--- config.mk ---
export PLATFORM = sky130hd
export DESIGN_NAME = manchester_frame_receiver_flat
export DESIGN_NICKNAME = d
export VERILOG_FILES = /design/src/rtl/manchester_frame_receiver_pkg.sv /design/src/rtl/manchester_frame_receiver_if.sv /design/src/rtl/manchester_frame_receiver_fifo.sv /design/src/rtl/manchester_frame_receiver.sv /design/src/flat_wrapper.sv
export SDC_FILE = /design/constraint.sdc
export NUM_CORES = 1
export LEC_CHECK = 0
export ABC_CLOCK_PERIOD_IN_PS = 6600
export BUFFER_PORTS_ARGS = -buffer_cell sky130_fd_sc_hd__buf_4
export CAP_MARGIN = 20
export CORE_MARGIN = 3
export CORE_UTILIZATION = 67
export DETAILED_ROUTE_END_ITERATION = 8
export PLACE_DENSITY = 0.85
export SYNTH_ARGS = -nofsm -noshare
export SYNTH_HDL_FRONTEND = slang
export SYNTH_HIERARCHICAL = 1
export SYNTH_SLANG_ARGS = --single-unit
--- constraint.sdc ---
create_clock -name clk16x -period 6.6 [get_ports clk16x]
set_input_delay 0.99 -clock clk16x [delete_from_list [all_inputs] [get_ports clk16x]]
set_output_delay 0.99 -clock clk16x [all_outputs]
set_load 0.03 [all_outputs]
--- src/rtl/manchester_frame_receiver_pkg.sv ---
// ---------------------------------------------------------------------------
// manchester_frame_pkg - shared states, error codes and CRC-8 helper
// Revision: 1.0
// ---------------------------------------------------------------------------
`default_nettype none

package manchester_frame_pkg;

  localparam logic [2:0] ERR_NONE = 3'd0;
  localparam logic [2:0] ERR_CRC  = 3'd1;
  localparam logic [2:0] ERR_LEN  = 3'd2;
  localparam logic [2:0] ERR_DEC  = 3'd3;
  localparam logic [2:0] ERR_TMO  = 3'd4;
  localparam logic [2:0] ERR_OVF  = 3'd5;

  localparam logic [7:0] CRC8_POLY = 8'h07;

  typedef enum logic [1:0] {
    ST_HUNT    = 2'd0,
    ST_LEN     = 2'd1,
    ST_PAYLOAD = 2'd2,
    ST_CRC     = 2'd3
  } state_t;

  // MSB-first, unreflected, no final XOR
  function automatic logic [7:0] crc8_byte(input logic [7:0] crc, input logic [7:0] data);
    logic [7:0] c;
    c = crc ^ data;
    for (int i = 0; i < 8; i++) begin
      c = c[7] ? ((c << 1) ^ CRC8_POLY) : (c << 1);
    end
    return c;
  endfunction

endpackage

`default_nettype wire

--- src/rtl/manchester_frame_receiver_if.sv ---
// ---------------------------------------------------------------------------
// manchester_frame_receiver_if - byte-strobe input and payload/status output
// Revision: 1.0
// ---------------------------------------------------------------------------
`default_nettype none

interface manchester_frame_receiver_if;
  logic [7:0] byte_i;
  logic       byte_valid_i;
  logic       byte_err_i;
  logic [7:0] payload_o;
  logic       payload_last_o;
  logic       payload_valid_o;
  logic       payload_ready_i;
  logic       frame_done_o;
  logic       frame_ok_o;
  logic [2:0] err_code_o;
  logic       busy_o;

  modport slave (
    input  byte_i, byte_valid_i, byte_err_i, payload_ready_i,
    output payload_o, payload_last_o, payload_valid_o,
           frame_done_o, frame_ok_o, err_code_o, busy_o
  );

  modport master (
    output byte_i, byte_valid_i, byte_err_i, payload_ready_i,
    input  payload_o, payload_last_o, payload_valid_o,
           frame_done_o, frame_ok_o, err_code_o, busy_o
  );
endinterface

`default_nettype wire

--- src/rtl/manchester_frame_receiver_fifo.sv ---
// ---------------------------------------------------------------------------
// frame_sync_fifo - single-clock payload FIFO with wrap-bit pointers
// Revision: 1.0
// ---------------------------------------------------------------------------
`default_nettype none

module frame_sync_fifo #(
  parameter int WIDTH = 9,
  parameter int DEPTH = 16
) (
  input  wire logic             clk16x,
  input  wire logic             resetn,
  input  wire logic             i_push,
  input  wire logic [WIDTH-1:0] i_data,
  input  wire logic             i_pop,
  output logic      [WIDTH-1:0] o_data,
  output logic                  o_full,
  output logic                  o_empty
);

  localparam int AW = $clog2(DEPTH);

  logic [WIDTH-1:0] r_mem [DEPTH];
  logic [AW:0]      r_wr;
  logic [AW:0]      r_rd;
  logic             w_do_pop;
  logic             w_do_push;

  assign o_empty   = (r_wr == r_rd);
  assign o_full    = (r_wr[AW] != r_rd[AW]) && (r_wr[AW-1:0] == r_rd[AW-1:0]);
  assign w_do_pop  = i_pop && !o_empty;
  // a pop in the same cycle frees the slot, so a full FIFO still accepts
  assign w_do_push = i_push && (!o_full || w_do_pop);
  assign o_data    = o_empty ? '0 : r_mem[r_rd[AW-1:0]];

  always_ff @(posedge clk16x) begin
    if (!resetn) begin
      r_wr <= '0;
      r_rd <= '0;
    end else begin
      if (w_do_push) r_wr <= r_wr + 1'b1;
      if (w_do_pop)  r_rd <= r_rd + 1'b1;
    end
  end

  always_ff @(posedge clk16x) begin
    if (w_do_push) r_mem[r_wr[AW-1:0]] <= i_data;
  end

endmodule

`default_nettype wire

--- src/rtl/manchester_frame_receiver.sv ---
// ---------------------------------------------------------------------------
// manchester_frame_receiver - sync hunt, LEN/payload/CRC-8 parse, payload FIFO
// Revision: 1.0
// ---------------------------------------------------------------------------
`default_nettype none

module manchester_frame_receiver
  import manchester_frame_pkg::*;
#(
  parameter logic [7:0] SYNC_BYTE  = 8'hD5,
  parameter int         MAX_LEN    = 32,
  parameter int         FIFO_DEPTH = 16,
  parameter int         TIMEOUT    = 4096
) (
  input wire logic                    clk16x,
  input wire logic                    resetn,
  manchester_frame_receiver_if.slave  bus
);

  localparam int IW = $clog2(TIMEOUT);

  state_t        r_state, w_state_nxt;
  logic [7:0]    r_crc, w_crc_nxt;
  logic [7:0]    r_cnt, w_cnt_nxt;
  logic          r_ovf;
  logic [IW-1:0] r_idle;
  logic          r_done, w_done_nxt;
  logic          r_ok, w_ok_nxt;
  logic [2:0]    r_err, w_err_nxt;
  logic          w_push, w_push_last, w_frame_start;
  logic          w_pop, w_full, w_empty, w_ovf_drop;
  logic [8:0]    w_head;

  assign w_pop      = bus.payload_ready_i && !w_empty;
  assign w_ovf_drop = w_push && w_full && !w_pop;

  always_comb begin
    w_state_nxt   = r_state;
    w_crc_nxt     = r_crc;
    w_cnt_nxt     = r_cnt;
    w_done_nxt    = 1'b0;
    w_ok_nxt      = 1'b0;
    w_err_nxt     = ERR_NONE;
    w_push        = 1'b0;
    w_push_last   = 1'b0;
    w_frame_start = 1'b0;
    if (r_state == ST_HUNT) begin
      if (bus.byte_valid_i && bus.byte_i == SYNC_BYTE) w_state_nxt = ST_LEN;
    end else if (bus.byte_err_i) begin
      w_done_nxt  = 1'b1;
      w_err_nxt   = ERR_DEC;
      w_state_nxt = ST_HUNT;
    end else if (bus.byte_valid_i) begin
      case (r_state)
        ST_LEN: begin
          if (bus.byte_i == 8'd0 || bus.byte_i > 8'(MAX_LEN)) begin
            w_done_nxt  = 1'b1;
            w_err_nxt   = ERR_LEN;
            w_state_nxt = ST_HUNT;
          end else begin
            w_crc_nxt     = crc8_byte(8'h00, bus.byte_i);
            w_cnt_nxt     = bus.byte_i;
            w_frame_start = 1'b1;
            w_state_nxt   = ST_PAYLOAD;
          end
        end
        ST_PAYLOAD: begin
          w_crc_nxt   = crc8_byte(r_crc, bus.byte_i);
          w_push      = 1'b1;
          w_push_last = (r_cnt == 8'd1);
          w_cnt_nxt   = r_cnt - 8'd1;
          if (r_cnt == 8'd1) w_state_nxt = ST_CRC;
        end
        default: begin
          w_done_nxt  = 1'b1;
          w_state_nxt = ST_HUNT;
          if (r_ovf)                     w_err_nxt = ERR_OVF;
          else if (bus.byte_i == r_crc)  w_ok_nxt  = 1'b1;
          else                           w_err_nxt = ERR_CRC;
        end
      endcase
    end else if (r_idle == IW'(TIMEOUT - 1)) begin
      w_done_nxt  = 1'b1;
      w_err_nxt   = ERR_TMO;
      w_state_nxt = ST_HUNT;
    end
  end

  always_ff @(posedge clk16x) begin
    if (!resetn) begin
      r_state <= ST_HUNT;
      r_crc   <= 8'h00;
      r_cnt   <= 8'h00;
      r_ovf   <= 1'b0;
      r_idle  <= '0;
      r_done  <= 1'b0;
      r_ok    <= 1'b0;
      r_err   <= ERR_NONE;
    end else begin
      r_state <= w_state_nxt;
      r_crc   <= w_crc_nxt;
      r_cnt   <= w_cnt_nxt;
      r_done  <= w_done_nxt;
      r_ok    <= w_ok_nxt;
      r_err   <= w_err_nxt;
      if (w_frame_start)   r_ovf <= 1'b0;
      else if (w_ovf_drop) r_ovf <= 1'b1;
      if (r_state == ST_HUNT || bus.byte_valid_i) r_idle <= '0;
      else                                        r_idle <= r_idle + 1'b1;
    end
  end

  frame_sync_fifo #(
    .WIDTH (9),
    .DEPTH (FIFO_DEPTH)
  ) u_fifo (
    .clk16x  (clk16x),
    .resetn  (resetn),
    .i_push  (w_push),
    .i_data  ({w_push_last, bus.byte_i}),
    .i_pop   (w_pop),
    .o_data  (w_head),
    .o_full  (w_full),
    .o_empty (w_empty)
  );

  assign bus.payload_o       = w_head[7:0];
  assign bus.payload_last_o  = w_head[8];
  assign bus.payload_valid_o = !w_empty;
  assign bus.frame_done_o    = r_done;
  assign bus.frame_ok_o      = r_ok;
  assign bus.err_code_o      = r_err;
  assign bus.busy_o          = (r_state != ST_HUNT);

endmodule

`default_nettype wire

--- src/flat_wrapper.sv ---
// flat-port wrapper written by rule: the top's interface ports become plain ports
module manchester_frame_receiver_flat import manchester_frame_pkg::*;
#(
  parameter logic [7:0] SYNC_BYTE  = 8'hD5,
  parameter int         MAX_LEN    = 32,
  parameter int         FIFO_DEPTH = 16,
  parameter int         TIMEOUT    = 4096
)
  (clk16x, resetn, bus_byte_i, bus_byte_valid_i, bus_byte_err_i, bus_payload_ready_i, bus_payload_o, bus_payload_last_o, bus_payload_valid_o, bus_frame_done_o, bus_frame_ok_o, bus_err_code_o, bus_busy_o);
  manchester_frame_receiver_if bus_i ();
  input wire logic clk16x;
  input wire logic resetn;
  input wire logic [$bits(bus_i.byte_i)-1:0] bus_byte_i;
  input wire logic [$bits(bus_i.byte_valid_i)-1:0] bus_byte_valid_i;
  input wire logic [$bits(bus_i.byte_err_i)-1:0] bus_byte_err_i;
  input wire logic [$bits(bus_i.payload_ready_i)-1:0] bus_payload_ready_i;
  output wire logic [$bits(bus_i.payload_o)-1:0] bus_payload_o;
  output wire logic [$bits(bus_i.payload_last_o)-1:0] bus_payload_last_o;
  output wire logic [$bits(bus_i.payload_valid_o)-1:0] bus_payload_valid_o;
  output wire logic [$bits(bus_i.frame_done_o)-1:0] bus_frame_done_o;
  output wire logic [$bits(bus_i.frame_ok_o)-1:0] bus_frame_ok_o;
  output wire logic [$bits(bus_i.err_code_o)-1:0] bus_err_code_o;
  output wire logic [$bits(bus_i.busy_o)-1:0] bus_busy_o;
  assign bus_i.byte_i = bus_byte_i;
  assign bus_i.byte_valid_i = bus_byte_valid_i;
  assign bus_i.byte_err_i = bus_byte_err_i;
  assign bus_i.payload_ready_i = bus_payload_ready_i;
  assign bus_payload_o = bus_i.payload_o;
  assign bus_payload_last_o = bus_i.payload_last_o;
  assign bus_payload_valid_o = bus_i.payload_valid_o;
  assign bus_frame_done_o = bus_i.frame_done_o;
  assign bus_frame_ok_o = bus_i.frame_ok_o;
  assign bus_err_code_o = bus_i.err_code_o;
  assign bus_busy_o = bus_i.busy_o;
  manchester_frame_receiver #(.SYNC_BYTE(SYNC_BYTE), .MAX_LEN(MAX_LEN), .FIFO_DEPTH(FIFO_DEPTH), .TIMEOUT(TIMEOUT)) u_core (.clk16x(clk16x), .resetn(resetn), .bus(bus_i));
endmodule
==> metrics.md <==
| Metric | Value |
|---|---|
| Slowest stage cell, crit path | `dfxtp_1` |
| Util after Layout | `76.1%` |
| Count leader, synth | `edfxtp_1` |
| WP buf/inv | `2` |
| Share of layout cells above drive strength 1 | `14.6%` |
| Sequential fraction of the synthesis area | `60.9%` |
| Asr flop ratio synth | `0%` |
| P_leak | `3.21 nW` |
| CP Class | `reg2out` |
| CP max stage delay | `980 ps` |
| Avg Cell Area, Syn | `13.6 µm²` |
| Area Growth Syn to Fin | `10.4%` |
| Grt ovf | `0` |
| Clk sinks | `194` |
| Fmax | `257 MHz` |
| DIE HEIGHT | `120 µm` |
| Vias | `5477` |
| Hold Buf Count CTS | `0` |
| Diode count | `0` |
| Max_slew headroom | `26.1%` |
| Power Dens Cells | `254 nW/µm²` |
| Family with the most delay on the worst path | `flip-flops` |
| Worst setup SP type | `flip-flop` |
| Antenna Violating Nets Remaining | `0` |
| # setup viols final | `0` |
| Max Cap Viol | `0` |
| Global-route wire length before repair | `29800 µm` |
| Fin crit share | `58.9%` |
| Row Count | `41` |
| Post-CTS setup buffers | `0` |
| Measured slew at the worst slew-check pin | `1110 ps` |
| CTS Root Buffer Type | `clkbuf_16` |
| Post-Synthesis Cells | `644` |
| Area leader, netlist | `edfxtp_1` |
| Share of the synthesized area in the top cell type | `49.5%` |
| Die W | `120 µm` |
| Total track usage | `27.7%` |
| Setup crit end kind | `primary output` |
| RSZ-0062 raised after global routing | `no` |
| DRT iter0 DRCs | `581` |
| Initial antenna violation count | `0` |
| Tmin final | `3890 ps` |
| Setup Skew | `10.0 ps` |
| CP Data Required Time | `5610 ps` |
| Final wirelength | `19000 µm` |
| Worst-path clk slew | `70 ps` |
| Hold crit path type | `reg2reg` |
| Post-synth EDFFs | `144` |
| Commonest cells post-synth | `144 x edfxtp_1, 50 x dfxtp_1, 46 x xnor2_1, 42 x mux2i_1, 37 x nand2_1` |
| Top Ports | `29` |
| Slew Viols, Final | `0` |
| Outcome | `complete, no violations` |
| Placer Congestion | `0.891` |
| Detailed Place HPWL | `12100 µm` |
| Setup tns final | `0 ps` |
| # resized after CTS | `0` |
| CP arrival | `2900 ps` |
| Worst setup margin | `2710 ps` |
| Mapped Area | `8740 µm²` |
| Vias per inst | `6.44` |
| Drt drc | `0` |
| CP Max Fanout | `20` |
| Port Buffer Count | `28` |
| Final Hold Fails | `0` |
| Most used DFF post-synth | `edfxtp_1` |
| #FFs+latches synth | `194` |
| Fill count | `762` |
| Vias in the first global route | `5428` |
| Total CTS buffers | `17` |
| Initial Utilization | `69.0%` |
| Post-synth cell types | `57` |
| Placed Instances | `817` |
| Synth top area cells | `edfxtp_1 49%, dfxtp_1 11%, mux2i_1 4.8%, mux4_2 4.6%, xnor2_1 4.6%` |
| Yosys Warn Count | `6` |
| Maximum clock path buffer count | `2` |
| Pin count of the biggest net entering global routing | `41` |
| Final nets | `701` |
| Syn_nets | `679` |
| Worst VDD drop | `0.152 mV` |
| Setup WS pre-CTS | `3210 ps` |
| Worst path cell trace | `inv_1 > nor2_1 > a221oi_1 > o21ai_0 > a21oi_1 > buf_4` |
| Post-DR wirelength/cell | `22.4 µm` |
| Post-route insts no fill | `851` |
| H-tree depth | `4` |
| CORE AREA | `12700 µm²` |
| CTS tree | `yes` |
| Clk Latency, worst-skew pair | `430 ps` |
| Full die area | `14500 µm²` |
| DRT Pass-1 Iters | `5` |
## power breakdown
part           switching (mW)  total [mW]  leakage, nW  internal [mW]
Clock                   0.465        1.07        0.303          0.608
Combinational          0.0442      0.0703         1.18         0.0262
Sequential           0.000128        1.30         1.73           1.30
## flip-flops by register name, summed over array words and instances, names as in the netlist, named ones only
signal / flops
u_core/r_ovf: 1
u_core/r_crc: 8
u_core/bus.frame_ok_o: 1
u_core/u_fifo/r_wr: 5
u_core/u_fifo/r_rd: 5
u_core/r_state: 2
u_core/u_fifo/r_mem: 144
u_core/bus.err_code_o: 3
u_core/r_cnt: 8
u_core/bus.frame_done_o: 1
u_core/r_idle: 12
## per-stage QoR
stage	area, µm²	total power, mW	hold slack, ps
4_1_cts	9630	2.46	455
3_5_place_dp	9010	1.40	441
5_1_grt	9650	2.52	476
2_1_floorplan	8740	1.37	418
3_3_place_gp	9010	1.40	425
6_report	9650	2.45	448
## area by class of cell
cell class	count	area, µm²	share of cell area, %
flip-flops and latches	194	5330	55.2
multi-input cells	394	3140	32.6
clock buffers	17	425	4.41
repair buffers	33	246	2.55
well taps	172	215	2.23
clock inverters	15	195	2.02
inverters	26	97.6	1.01
## routing by layer
layer	GRT usage, %	part of all wire, %	vias up
li1	-	-	2449
met2	47.0	50	259
met1	35.8	40	2723
met5	0	0	-
met3	5.52	7.1	46
met4	10.4	2.7	0
## layout by cell type (no fill, tap or decap), drive strengths merged, types with 3 or more instances in the layout
cell,count
clkbuf,17
clkinv,4
o211ai,12
nand2,37
a21oi,27
inv,33
o2111ai,5
and3,17
ha,22
a31oi,4
bufinv,3
nor2b,8
a22oi,6
mux2i,42
dfxtp,50
a211oi,4
edfxtp,144
o21ai,29
buf,33
xnor2,48
a221oi,10
nor2,35
xor2,7
nand4,6
nand3,13
nand2b,3
nor3,7
and2,10
mux4,18
## final timing paths
kind                         start  slack (ps)                    endpoint  depth (start not counted)
max reg2reg  u_core/u_fifo/r_wr[2]        3220  u_core/u_fifo/r_mem[10][5]                          6
min reg2reg       u_core/r_idle[0]         450            u_core/r_idle[0]                          1
min               u_core/r_idle[0]         450            u_core/r_idle[0]                          1
max                      flip-flop        2710            bus_payload_o[4]                          6
## cell families after synthesis
logic type | count (synthesis) | synth area share (%)
AO/OA/AOI/OAI | 109 | 8.52
XOR/XNOR | 56 | 5.95
adder cells (fa/ha/maj) | 22 | 3.15
buffers and inverters | 56 | 3.15
flip-flops | 194 | 60.9
multiplexers | 61 | 9.58
AND/OR/NAND/NOR | 146 | 8.73
Note: power is estimated with default switching activity, not from simulation.
